### config.mk
export PLATFORM = sky130hd
export DESIGN_NAME = nbit_rr_stream_mux
export DESIGN_NICKNAME = d
export VERILOG_FILES = /design/src/rtl/nbit_rr_stream_mux_pkg.sv /design/src/rtl/nbit_rr_stream_mux_rr_arbiter.sv /design/src/rtl/nbit_rr_stream_mux.sv
export SDC_FILE = /design/constraint.sdc
export NUM_CORES = 1
export LEC_CHECK = 0
export ABC_AREA = 1
export CAP_MARGIN = 15
export CORE_MARGIN = 2
export CORE_UTILIZATION = 30
export CTS_CLUSTER_DIAMETER = 200
export DETAILED_ROUTE_END_ITERATION = 16
export GPL_TIMING_DRIVEN = 0
export PLACE_DENSITY_LB_ADDON = 0.1
export SLEW_MARGIN = 10
export SYNTH_ARGS = -nofsm -noshare
export SYNTH_HDL_FRONTEND = slang
export SYNTH_SLANG_ARGS = --single-unit
### constraint.sdc
create_clock -name clk -period 2.7 [get_ports clk]
set_input_delay 0.54 -clock clk [delete_from_list [all_inputs] [get_ports clk]]
set_output_delay 0.54 -clock clk [all_outputs]
set_load 0.1 [all_outputs]
### src/rtl/nbit_rr_stream_mux_pkg.sv
// Shared definitions for the registered round-robin stream multiplexer.
package nbit_rr_stream_mux_pkg;

    localparam logic MODE_FIXED = 1'b0;
    localparam logic MODE_RR    = 1'b1;

    typedef enum logic {
        ST_EMPTY = 1'b0,
        ST_FULL  = 1'b1
    } out_state_e;

    // Channel index reached by stepping 'off' positions from 'base', wrapping at 'ch'.
    function automatic int rr_index(input int base, input int off, input int ch);
        return (base + off) % ch;
    endfunction

endpackage

### src/rtl/nbit_rr_stream_mux_rr_arbiter.sv
// Wrap-around priority arbiter: the first requester at or after ptr wins.
module rr_arbiter
    import nbit_rr_stream_mux_pkg::*;
#(
    parameter int CH = 4,
    parameter int SW = $clog2(CH)
) (
    input  logic [CH-1:0] req,
    input  logic [SW-1:0] ptr,
    input  logic          en,
    output logic [CH-1:0] gnt
);

    logic [SW-1:0] idx;
    logic          found;

    always_comb begin
        gnt   = '0;
        idx   = '0;
        found = 1'b0;
        if (en) begin
            for (int i = 0; i < CH; i++) begin
                idx = SW'(rr_index(int'(ptr), i, CH));
                if (!found && req[idx]) begin
                    gnt[idx] = 1'b1;
                    found    = 1'b1;
                end
            end
        end
    end

endmodule

### src/rtl/nbit_rr_stream_mux.sv
// CH-input valid/ready multiplexer with fixed or round-robin selection and a
// one-entry output register that can refill in the same cycle it drains.
module nbit_rr_stream_mux
    import nbit_rr_stream_mux_pkg::*;
#(
    parameter int n  = 4,
    parameter int CH = 4,
    parameter int SW = $clog2(CH)
) (
    input  logic            clk,
    input  logic            rst_n,
    input  logic [CH*n-1:0] IN,
    input  logic [CH-1:0]   IN_VALID,
    output logic [CH-1:0]   IN_READY,
    input  logic            MODE,
    input  logic [SW-1:0]   S,
    output logic [n-1:0]    Y,
    output logic            Y_VALID,
    input  logic            Y_READY,
    output logic [SW-1:0]   Y_CH
);

    out_state_e    state_q, state_d;
    logic [n-1:0]  y_q, y_d;
    logic [SW-1:0] y_ch_q, y_ch_d;
    logic [SW-1:0] ptr_q, ptr_d;

    logic          load_en;
    logic [CH-1:0] rr_gnt;
    logic [CH-1:0] fix_gnt;
    logic [CH-1:0] gnt;
    logic          xfer;
    logic [SW-1:0] gnt_idx;
    logic [n-1:0]  sel_data;

    assign load_en = (state_q == ST_EMPTY) || Y_READY;

    rr_arbiter #(
        .CH (CH),
        .SW (SW)
    ) u_rr_arbiter (
        .req (IN_VALID),
        .ptr (ptr_q),
        .en  (load_en),
        .gnt (rr_gnt)
    );

    // S values beyond the last channel (non-power-of-two CH) never grant.
    always_comb begin
        fix_gnt = '0;
        if (load_en && (int'(S) < CH)) begin
            if (IN_VALID[S]) begin
                fix_gnt[S] = 1'b1;
            end
        end
    end

    assign gnt      = (MODE == MODE_RR) ? rr_gnt : fix_gnt;
    assign IN_READY = rst_n ? gnt : '0;
    assign xfer     = |gnt;

    always_comb begin
        gnt_idx  = '0;
        sel_data = '0;
        for (int k = 0; k < CH; k++) begin
            if (gnt[k]) begin
                gnt_idx  = SW'(k);
                sel_data = IN[k*n +: n];
            end
        end
    end

    // State register
    always_ff @(posedge clk or negedge rst_n) begin
        if (!rst_n) begin
            state_q <= ST_EMPTY;
            y_q     <= '0;
            y_ch_q  <= '0;
            ptr_q   <= '0;
        end else begin
            state_q <= state_d;
            y_q     <= y_d;
            y_ch_q  <= y_ch_d;
            ptr_q   <= ptr_d;
        end
    end

    // Next-state logic
    always_comb begin
        state_d = state_q;
        y_d     = y_q;
        y_ch_d  = y_ch_q;
        ptr_d   = ptr_q;
        if (xfer) begin
            state_d = ST_FULL;
            y_d     = sel_data;
            y_ch_d  = gnt_idx;
            if (MODE == MODE_RR) begin
                ptr_d = SW'(rr_index(int'(gnt_idx), 1, CH));
            end
        end else if ((state_q == ST_FULL) && Y_READY) begin
            state_d = ST_EMPTY;
        end
    end

    // Output logic
    always_comb begin
        Y_VALID = (state_q == ST_FULL);
        Y       = y_q;
        Y_CH    = y_ch_q;
    end

endmodule

==> impl_metrics.ini <==
[clock_network]
clk_pin_slew_ns = 0.05
clkSinkCount = 9
cts_buffer_depth = 2
cts_tree = built
cts_buffers = 3
clock_latency_ns = 0.23
postCtsHoldBufs = 0
cts-htree-levels = 1
cts_root_buf = clkbuf_8

[floorplanning]
core_mm2 = 0.00363
die_area_mm2 = 0.00427
start_util = 0.311
num_rows = 22
ios = 37
die_w_um = 65.4
die_h_um = 65.4

[layout]
nets = 265
areaGrowthSynthToFinish_pct = 63.2
fin_util = 0.508
drive_gt1_frac = 0.287
fillers = 394
n_antenna_cell = 0

[logic_synthesis]
yosysSeqAreaShare = 0.199
synth_area_leaders = dfrtp_1, nand2_1, nand3_1, ha_1, inv_1
synth_area_per_cell_um2 = 6.31
synth-edff-count = 0
yosysTopAreaCell = dfrtp_1
yosysMostFrequentCell = nand2_1
synth_top_flop_cell = dfrtp_1
ys_warn_count = 0
async_flop_share = 1.00
synth.top_cells.by_count = nand2_1, nand3_1, inv_1, nor2_1, dfrtp_1
synthCells = 179
syn_nets = 213
syn_area_mm2 = 0.00113
ys_ff_latch = 9
synth_cell_types = 21
synth.top_cell.area_share = 0.199

[grt]
antenna_found_initial = 0
gr-total-overflow = 0
grt_usage = 0.155
grt_start_max_net_pins = 13
grt_pass1_vias = 1216
grt_pass1_wl_um = 5280

[worst_hold_path]
holdPathEnd = Y[0]
hold_depth = 2
hold_path_class = flop to flop
hp-start = Y[0]

[sta]
slew_headroom = 0.349
max_freq_mhz = 383
hold_viol = 0
worst_slack_ns = 0.0878
rsz0062_at_grt = yes
fin_crit_sh = 0.967
period_minus_slack_ns = 2.61
worstMarginPinSlew_ns = 0.973
setup_violations = 0
clock_skew_ns = 0.00227
slew_viol_final = 0

[placed_design]
dp_slack_ns = -1.04
hpwl_um = 2660
io_buffers = 36
gp_congestion = 0.751

[drt]
num_vias = 1283
vias_per_cell = 4.62
drtAntennaViolNets = 0
wl_per_cell_um = 12.3
first_iter_violations = 57
drt-total-wl_um = 3430
drc = 0
drt_first_pass_iters = 4

[critical_path]
endpoint_kind = primary output
cp_max_fo = 8
reg2reg_from = ptr_q[0]
arrival_ns = 2.07
worstPathRequired_ns = 2.16
r2r_end = ptr_q[0]
start_kind = flop
r2r_slack_ns = 0.47
r2r_cells = 17
crit_type = flop to primary output

[power]
power_density_mw_per_mm2 = 1230
p_leak_nw = 0.904
peakVddDrop_uv = 811

[status]
status = finished, final reports clean

[flow_run]
maxCapViolCount = 0
[layout make-up]
cell class	count	area, µm²	share of cell area
plain buffers	1	15.0	0.00814
clock buffers	3	41.3	0.0224
clock inverters	1	5.00	0.00271
inverters	28	125	0.0678
multi-input cells	140	885	0.480
flip-flops and latches	9	228	0.123
well taps	48	60.1	0.0326
repair buffers	48	485	0.263
[critical path, cell delays in order (launching register included)]
cell	delay, ns
dfrtp_2	0.41
buf_8	0.14
clkinv_8	0.06
ha_4	0.21
inv_4	0.06
nand3_2	0.07
nand2_2	0.08
nand2_4	0.06
nor2_4	0.14
nand2_2	0.08
nand3_4	0.11
nand2_8	0.07
nor2_4	0.14
buf_12	0.18
[cells by family (layout without fill, tap and decap cells)]
logic type | count (synthesis) | after routing | synth area share
DFF | 9 | 9 | 0.199
buffers and inverters | 30 | 81 | 0.115
adders and majority gates | 8 | 8 | 0.0886
AOI/OAI and AO/OA | 10 | 10 | 0.0465
and+or+nand+nor | 122 | 122 | 0.550
[repair_timing]
item | 4_1_cts | 5_1_grt
buffers inserted | 2 | 10
setup endpoints to repair | 4 | 4
resized for setup | 52 | 14
pin swaps | 3 | 9
cloned | 0 | 0
[registers in the layout, summed over array words and instances, names as in the netlist]
signal	flops
Y_VALID	1
Y_CH	2
Y	4
ptr_q	2
[how the worst max path moves through the flow]
| stage | cells past startpoint | to | slack (ns) | startpoint |
|---|---|---|---|---|
| 2_1_floorplan | 13 | IN_READY[3] | -0.02 | ptr_q[0] |
| 3_3_place_gp | 12 | IN_READY[3] | -1.04 | IN_VALID[3] |
| 3_5_place_dp | 12 | IN_READY[3] | -1.04 | IN_VALID[1] |
| 4_1_cts | 13 | IN_READY[1] | 0.0004 | ptr_q[0] |
| 5_1_grt | 12 | IN_READY[1] | -0.03 | ptr_q[1] |
| 6_report | 13 | IN_READY[3] | 0.09 | ptr_q[0] |
[power breakdown]
| part | switching (mW) | internal, mW |
|---|---|---|
| sequential | 0.0547 | 0.207 |
| combinational | 1.23 | 0.620 |
| clock | 0.0540 | 0.101 |
[stage by stage]
| step | instance area [µm²] | instances | TNS, ns | power (mW) | hold WS, ns |
|---|---|---|---|---|---|
| after floorplan | 1160 | 179 | -0.0158 | 1.48 | 0.244 |
| after global placement | 1580 | 263 | -4.07 | 1.81 | 0.462 |
| after detailed placement | 1580 | 263 | -4.07 | 1.83 | 0.468 |
| after CTS | 1710 | 268 | 0 | 2.09 | 0.488 |
| after global routing | 1840 | 278 | -0.0531 | 2.43 | 0.532 |
| final | 1840 | 278 | 0 | 2.26 | 0.487 |
[metal layers]
layer  routed length, µm  up-vias  share of wire  global-route usage
li1                    -      662              -                   -
met1                1510      593           0.44               0.212
met2                1780       20           0.52               0.267
met3                  78        8          0.023              0.0137
met4                  54        0          0.016              0.0313
met5                   0        -              0                   0
[layout by cell type (no fill, tap or decap), types with 2 or more instances in the layout]
cell | Yosys | routed
clkdlybuf4s50_1 | 0 | 28
clkbuf_8 | 0 | 3
ha_1 | 8 | 7
a21oi_1 | 6 | 3
nor2_1 | 17 | 13
dfrtp_2 | 0 | 2
nand3_1 | 33 | 29
nand2_4 | 5 | 6
nor2_2 | 3 | 3
nand3_2 | 2 | 5
buf_12 | 0 | 4
a21oi_2 | 0 | 3
nand2_2 | 7 | 9
inv_1 | 25 | 23
nand2_1 | 49 | 45
dlygate4sd2_1 | 0 | 4
dfrtp_1 | 9 | 7
nand3_4 | 2 | 3
inv_2 | 2 | 2
o21ai_0 | 2 | 2
buf_4 | 0 | 12
nor2_4 | 2 | 6
Power figures use the tool's default switching activity.
==> RTL change 1, RTL diff (same settings) <==
`y_q` no longer has a reset.
--- a/src/rtl/nbit_rr_stream_mux.sv
+++ b/src/rtl/nbit_rr_stream_mux.sv
@@ -76,3 +76,2 @@
             state_q <= ST_EMPTY;
-            y_q     <= '0;
             y_ch_q  <= '0;
@@ -81,3 +80,2 @@
             state_q <= state_d;
-            y_q     <= y_d;
             y_ch_q  <= y_ch_d;
@@ -85,2 +83,6 @@
         end
+    end
+
+    always_ff @(posedge clk) begin
+        y_q <= y_d;
     end
Function: changed (Yosys sat finds a counterexample within 4 cycles, from zero or initial values and one cycle with rst_n low).
==> RTL change 1 against the original RTL <==
  * Total power rose by 5.7%
  * Design area increased by 3.1%
  * Worst setup slack worse by 0.025 ns
  * Sequential cell count unchanged
  * Routed wire length down 3.4%
  * Largest power group unchanged
  * Largest cell class unchanged
  * Synthesized area rose by 0.44%
  * Combinational power grew 6%
  * Non-clock buffer count is 8 higher
==> RTL change 1: results (changes against the original RTL) <==
status -> complete, no violations
Sw Pwr -> 1.367 mW (+2.3%)
routed len/inst -> 11.95 microns (-3.1%)
multiplexer share of the synthesized area -> 0% (unchanged)
Antenna Cells -> 0 (unchanged)
synthesized net count -> 204 (-4.2%)
HPWL after DPL -> 2455 microns (-7.7%)
Yosys Warn Count -> 0 (unchanged)
CP max FO -> 4 (-4)
top post-synthesis cells by count -> nand2_1, nand3_1, inv_1
VDD IR max -> 0.0005333 V (-34%)
Synth Area in Adders -> 8.820% (-0.039 points)
Area contributors post-synth -> nand2_1, nand3_1, dfrtp_1, edfxtp_1, ha_1
end point of the critical path -> IN_READY[0]
post-route clock skew -> 0.0005630 ns (-0.001706 ns)
TritonCTS Buffers -> 3 (unchanged)
vias in the first global route -> 1063 (-13%)
Main synth FF type -> dfrtp_1
Via Count -> 1262 (-1.6%)
max FFs per register -> 4 (unchanged)
clk buf depth -> 2 (unchanged)
register area share after synthesis -> 21.61% (+1.7 points)
CP Launch Point -> ptr_q[0]$_DFFE_PN0P_
placed inst area -> 1575 sq um (-0.32%)
Pre-antenna DRT Iters -> 4 (unchanged)
nets@finish -> 264 (-0.38%)
Hold Path Class -> reg -> reg
relative slew slack -> 35.08% (+0.15 points)
largest net degree at the start of global routing -> 11 (-2)
Synth cell types -> 22 (+4.8%)
layout cells sized above 1 -> 33.62% (+4.9 points)
vias per cell -> 4.556 (-1.3%)
initial antenna violation count -> 0 (unchanged)
CP Data Arrival Time -> 2.10 ns (+0.03 ns)
xor/xnor share of the synthesized area -> 0% (unchanged)
PortBufs -> 35 (-2.8%)
latest clock arrival within the worst-skew pair -> 0.23 ns (about the same)
CTS root buf -> clkbuf_8
LEAKAGE -> 0.9566 nW (+5.8%)
Async S/R FF share, synth -> 55.56% (-44 points)
post-synthesis compound-gate area fraction -> 3.087% (-1.6 points)
worst reg2reg endpoint -> Y[0]$_DFFE_PP_
Placer Congestion -> 0.8583 (+14%)
Post-synth EDFFs -> 4 (+4)
Total GRT Usage -> 14.00% (-1.5 points)
H-tree levels -> 1 (unchanged)
internal reg-to-reg setup slack -> 0.44 ns (-0.03 ns)
CTS clock-pin slew for the worst setup and hold paths -> 0.04 ns
Reg2Reg Depth -> 16 (-1)
first-pass GRT wire length -> 4629 microns (-12%)
initial DRC count -> 43 (-25%)
==> RTL change 1: worst min path at each step <==
stage                   startpoint             endpoint  slack [ns]  depth (start not counted)
3_5_place_dp   Y_CH[0]$_DFFE_PN0P_  Y_CH[0]$_DFFE_PN0P_        0.47                          2
2_1_floorplan                rst_n  Y_CH[0]$_DFFE_PN0P_        0.24                          0
5_1_grt        Y_CH[1]$_DFFE_PN0P_  Y_CH[1]$_DFFE_PN0P_        0.51                          2
4_1_cts        Y_CH[0]$_DFFE_PN0P_  Y_CH[0]$_DFFE_PN0P_        0.48                          2
3_3_place_gp   Y_CH[0]$_DFFE_PN0P_  Y_CH[0]$_DFFE_PN0P_        0.46                          2
6_report       Y_CH[0]$_DFFE_PN0P_  Y_CH[0]$_DFFE_PN0P_        0.47                          2
==> RTL change 1: area by class of cell <==
type,instances,area (sq um)
multi-input combinational,133,878.3
inverter,26,115.1
timing repair buffer,55,535.5
fill,356,1759
sequential,9,247.7
tap,48,60.06
buffer,2,20.02
clock buffer,4,45.04
==> RTL change 1: cells by family (layout without fill, tap and decap cells) <==
kind of cell	Yosys count	in the layout
AND/OR/NAND/NOR	118	118
buffers and inverters	28	87
flip-flops	9	9
adder cells (fa/ha/maj)	8	8
AO/OA/AOI/OAI	7	7
==> RTL change 1: through the flow <==
step,worst slack (ns),instances
2_1_floorplan,0.02004,170
3_3_place_gp,-1.123,253
3_5_place_dp,-1.139,253
4_1_cts,0.007186,260
5_1_grt,-0.01153,277
6_report,0.06246,277
==> RTL change 1: critical path: stages (launching register included) <==
cell	delay, ns
dfrtp_2	0.41
buf_8	0.14
buf_4	0.13
buf_4	0.13
nand2_1	0.08
nand3_2	0.09
nand2_2	0.09
nand2_4	0.07
nor2_8	0.15
nand2_2	0.08
nand3_4	0.09
nand2_4	0.07
nor2_4	0.13
buf_12	0.18
==> RTL change 1: power by group through the flow <==
stage	combinational (mW)	sequential, mW	clock [mW]
2_1_floorplan	0.859	0.663	0
3_3_place_gp	1.55	0.281	0
3_5_place_dp	1.57	0.283	0
4_1_cts	1.68	0.282	0.154
5_1_grt	2.10	0.279	0.161
6_report	1.97	0.273	0.153
==> RTL change 1: metal layers <==
| layer | part of all wire (%) | vias up | GRT usage (%) |
|---|---|---|---|
| met2 | 51 | 23 | 24.49 |
| met5 | 0 | - | 0 |
| met1 | 44 | 573 | 17.21 |
| met4 | 1.9 | 0 | 5.990 |
| li1 | - | 658 | - |
| met3 | 2.6 | 8 | 1.712 |
==> RTL change 1: what timing repair did <==
item / CTS / global route
pin swaps: 4 / 10
buffers inserted: 3 / 17
endpoints found under the hold margin: 0 / 0
resized for setup: 48 / 18
setup endpoints to repair: 4 / 4
==> RTL change 2, RTL diff (config.mk and constraints unchanged) <==
Made on the original files. Set the parameter `n` to 8 (it was 4).
--- a/src/rtl/nbit_rr_stream_mux.sv
+++ b/src/rtl/nbit_rr_stream_mux.sv
@@ -5,3 +5,3 @@
 #(
-    parameter int n  = 4,
+    parameter int n  = 8,
     parameter int CH = 4,
Ports: changed (resized IN and Y); port bits go from 37 to 57. No check against the original RTL was run, so the function may have changed too.
==> RTL change 2 against the original RTL <==
  * Total power increased by 28%
  * Combinational power rose by 28%
  * Sequential cell count grew 4
  * Routed wire length increased by 26%
  * Via count up 25%
  * Sequential power is 42% higher
  * Worst hold slack lost 0.062 ns
  * Design area increased by 33%
  * First-iteration DRC count shrank 12%
  * Synthesized cell count is 27% higher
  * Global-route usage up 0.89 points
  * Worst setup slack better by 0.033 ns
  * Final cell count increased by 32%
  * Synthesized area is 34% higher
==> RTL change 2: results (changes against the original RTL) <==
first-pass GRT wire length -> 7065 microns (+34%)
max FFs per register -> 8 (+4)
hold_ws -> 0.4245 ns (-0.06231 ns)
DP Worst Slack -> -1.294 ns (-0.2566 ns)
vias in the first global route -> 1485 (+22%)
Slowest-stage cell, CP -> clkdlybuf4s50_1
CP max FO -> 7 (-1)
synthesized net count -> 278 (+31%)
CLK BUF -> 4 (+1)
area occupied by multi-input gates -> 1151 sq um (+30%)
Mapped Avg Cell Area -> 6.662 sq um (+5.5%)
status -> complete, no violations
Clock-cell share -> 1.837% (-0.67 points)
DRT Wirelength -> 4334 microns (+26%)
setup ws final -> 0.1204 ns (+0.03260 ns)
Gate Count Post-Synth -> 228 (+27%)
VDD IR max -> 0.0004886 V (-40%)
Worst path top cell family by delay -> buffers and inverters
HPWL after DPL -> 3285 microns (+24%)
CP Data Arrival Time -> 2.04 ns (-0.03 ns)
Reg2Reg Depth -> 15 (-2)
initial DRC count -> 50 (-12%)
end point of the critical path -> IN_READY[2]
Inverters -> 29 (+3.6%)
placed inst area -> 2207 sq um (+40%)
met2 wire len -> 2055 microns (+15%)
worst slew pin tran -> 1.010 ns (+0.03651 ns)
Non-clk bufs -> 72 (+47%)
post-synthesis compound-gate area fraction -> 3.624% (-1.0 points)
top post-synthesis cells by count -> nand2_1, nor2_1, nand3_1
Area contributors post-synth -> dfrtp_1, nand2_1, nand3_1, nor2_1, ha_1
count of multi-input gates -> 181 (+29%)
dpl cells -> 351 (+33%)
worst reg2reg endpoint -> Y[4]$_DFFE_PN0P_
slowest stage delay, CP -> 0.61 ns (+0.20 ns)
Synth Area in Adders -> 6.590% (-2.3 points)
PortBufs -> 56 (+56%)
DRT met1 WL -> 2046 microns (+35%)
largest net degree at the start of global routing -> 15 (+2)
Hold Path Class -> in -> async
metal3 WL -> 207 microns (+170%)
fill count -> 526 (+34%)
NonClk Buf Share -> 29.44% (+2.3 points)
register area share after synthesis -> 21.42% (+1.5 points)
final core utilization -> 50.91% (+0.15 points)
fraction of area in registers -> 13.37% (+1.0 points)
==> RTL change 2: changes by cell type after synthesis, sizes merged <==
| cell | unedited run | this run |
|---|---|---|
| clkinv | 0 | 1 |
| a21oi | 6 | 4 |
| buf | 2 | 5 |
| nor2 | 22 | 40 |
| or2 | 2 | 0 |
| dfrtp | 9 | 13 |
| nand2 | 61 | 80 |
| nand3 | 37 | 44 |
| o211ai | 0 | 1 |
==> RTL change 2: repair_timing <==
action | 4_1_cts | 5_1_grt
pin swaps | 4 | 12
hold endpoints to repair | 0 | 0
setup buffers | 5 | 10
gates resized for setup | 50 | 18
endpoints found under the setup margin | 4 | 4
gates cloned | 0 | 0
==> RTL change 2: metal layers <==
layer | vias up | GRT usage, %
li1 | 857 | -
met4 | 0 | 2.339
met3 | 5 | 4.150
met2 | 36 | 25.93
met1 | 708 | 23.20
met5 | - | 0
==> RTL change 2: power by group <==
part           internal (mW)  switching [mW]
Clock                  0.104          0.0705
Combinational          0.762            1.60
Sequential             0.297          0.0763
Total                   1.16            1.74
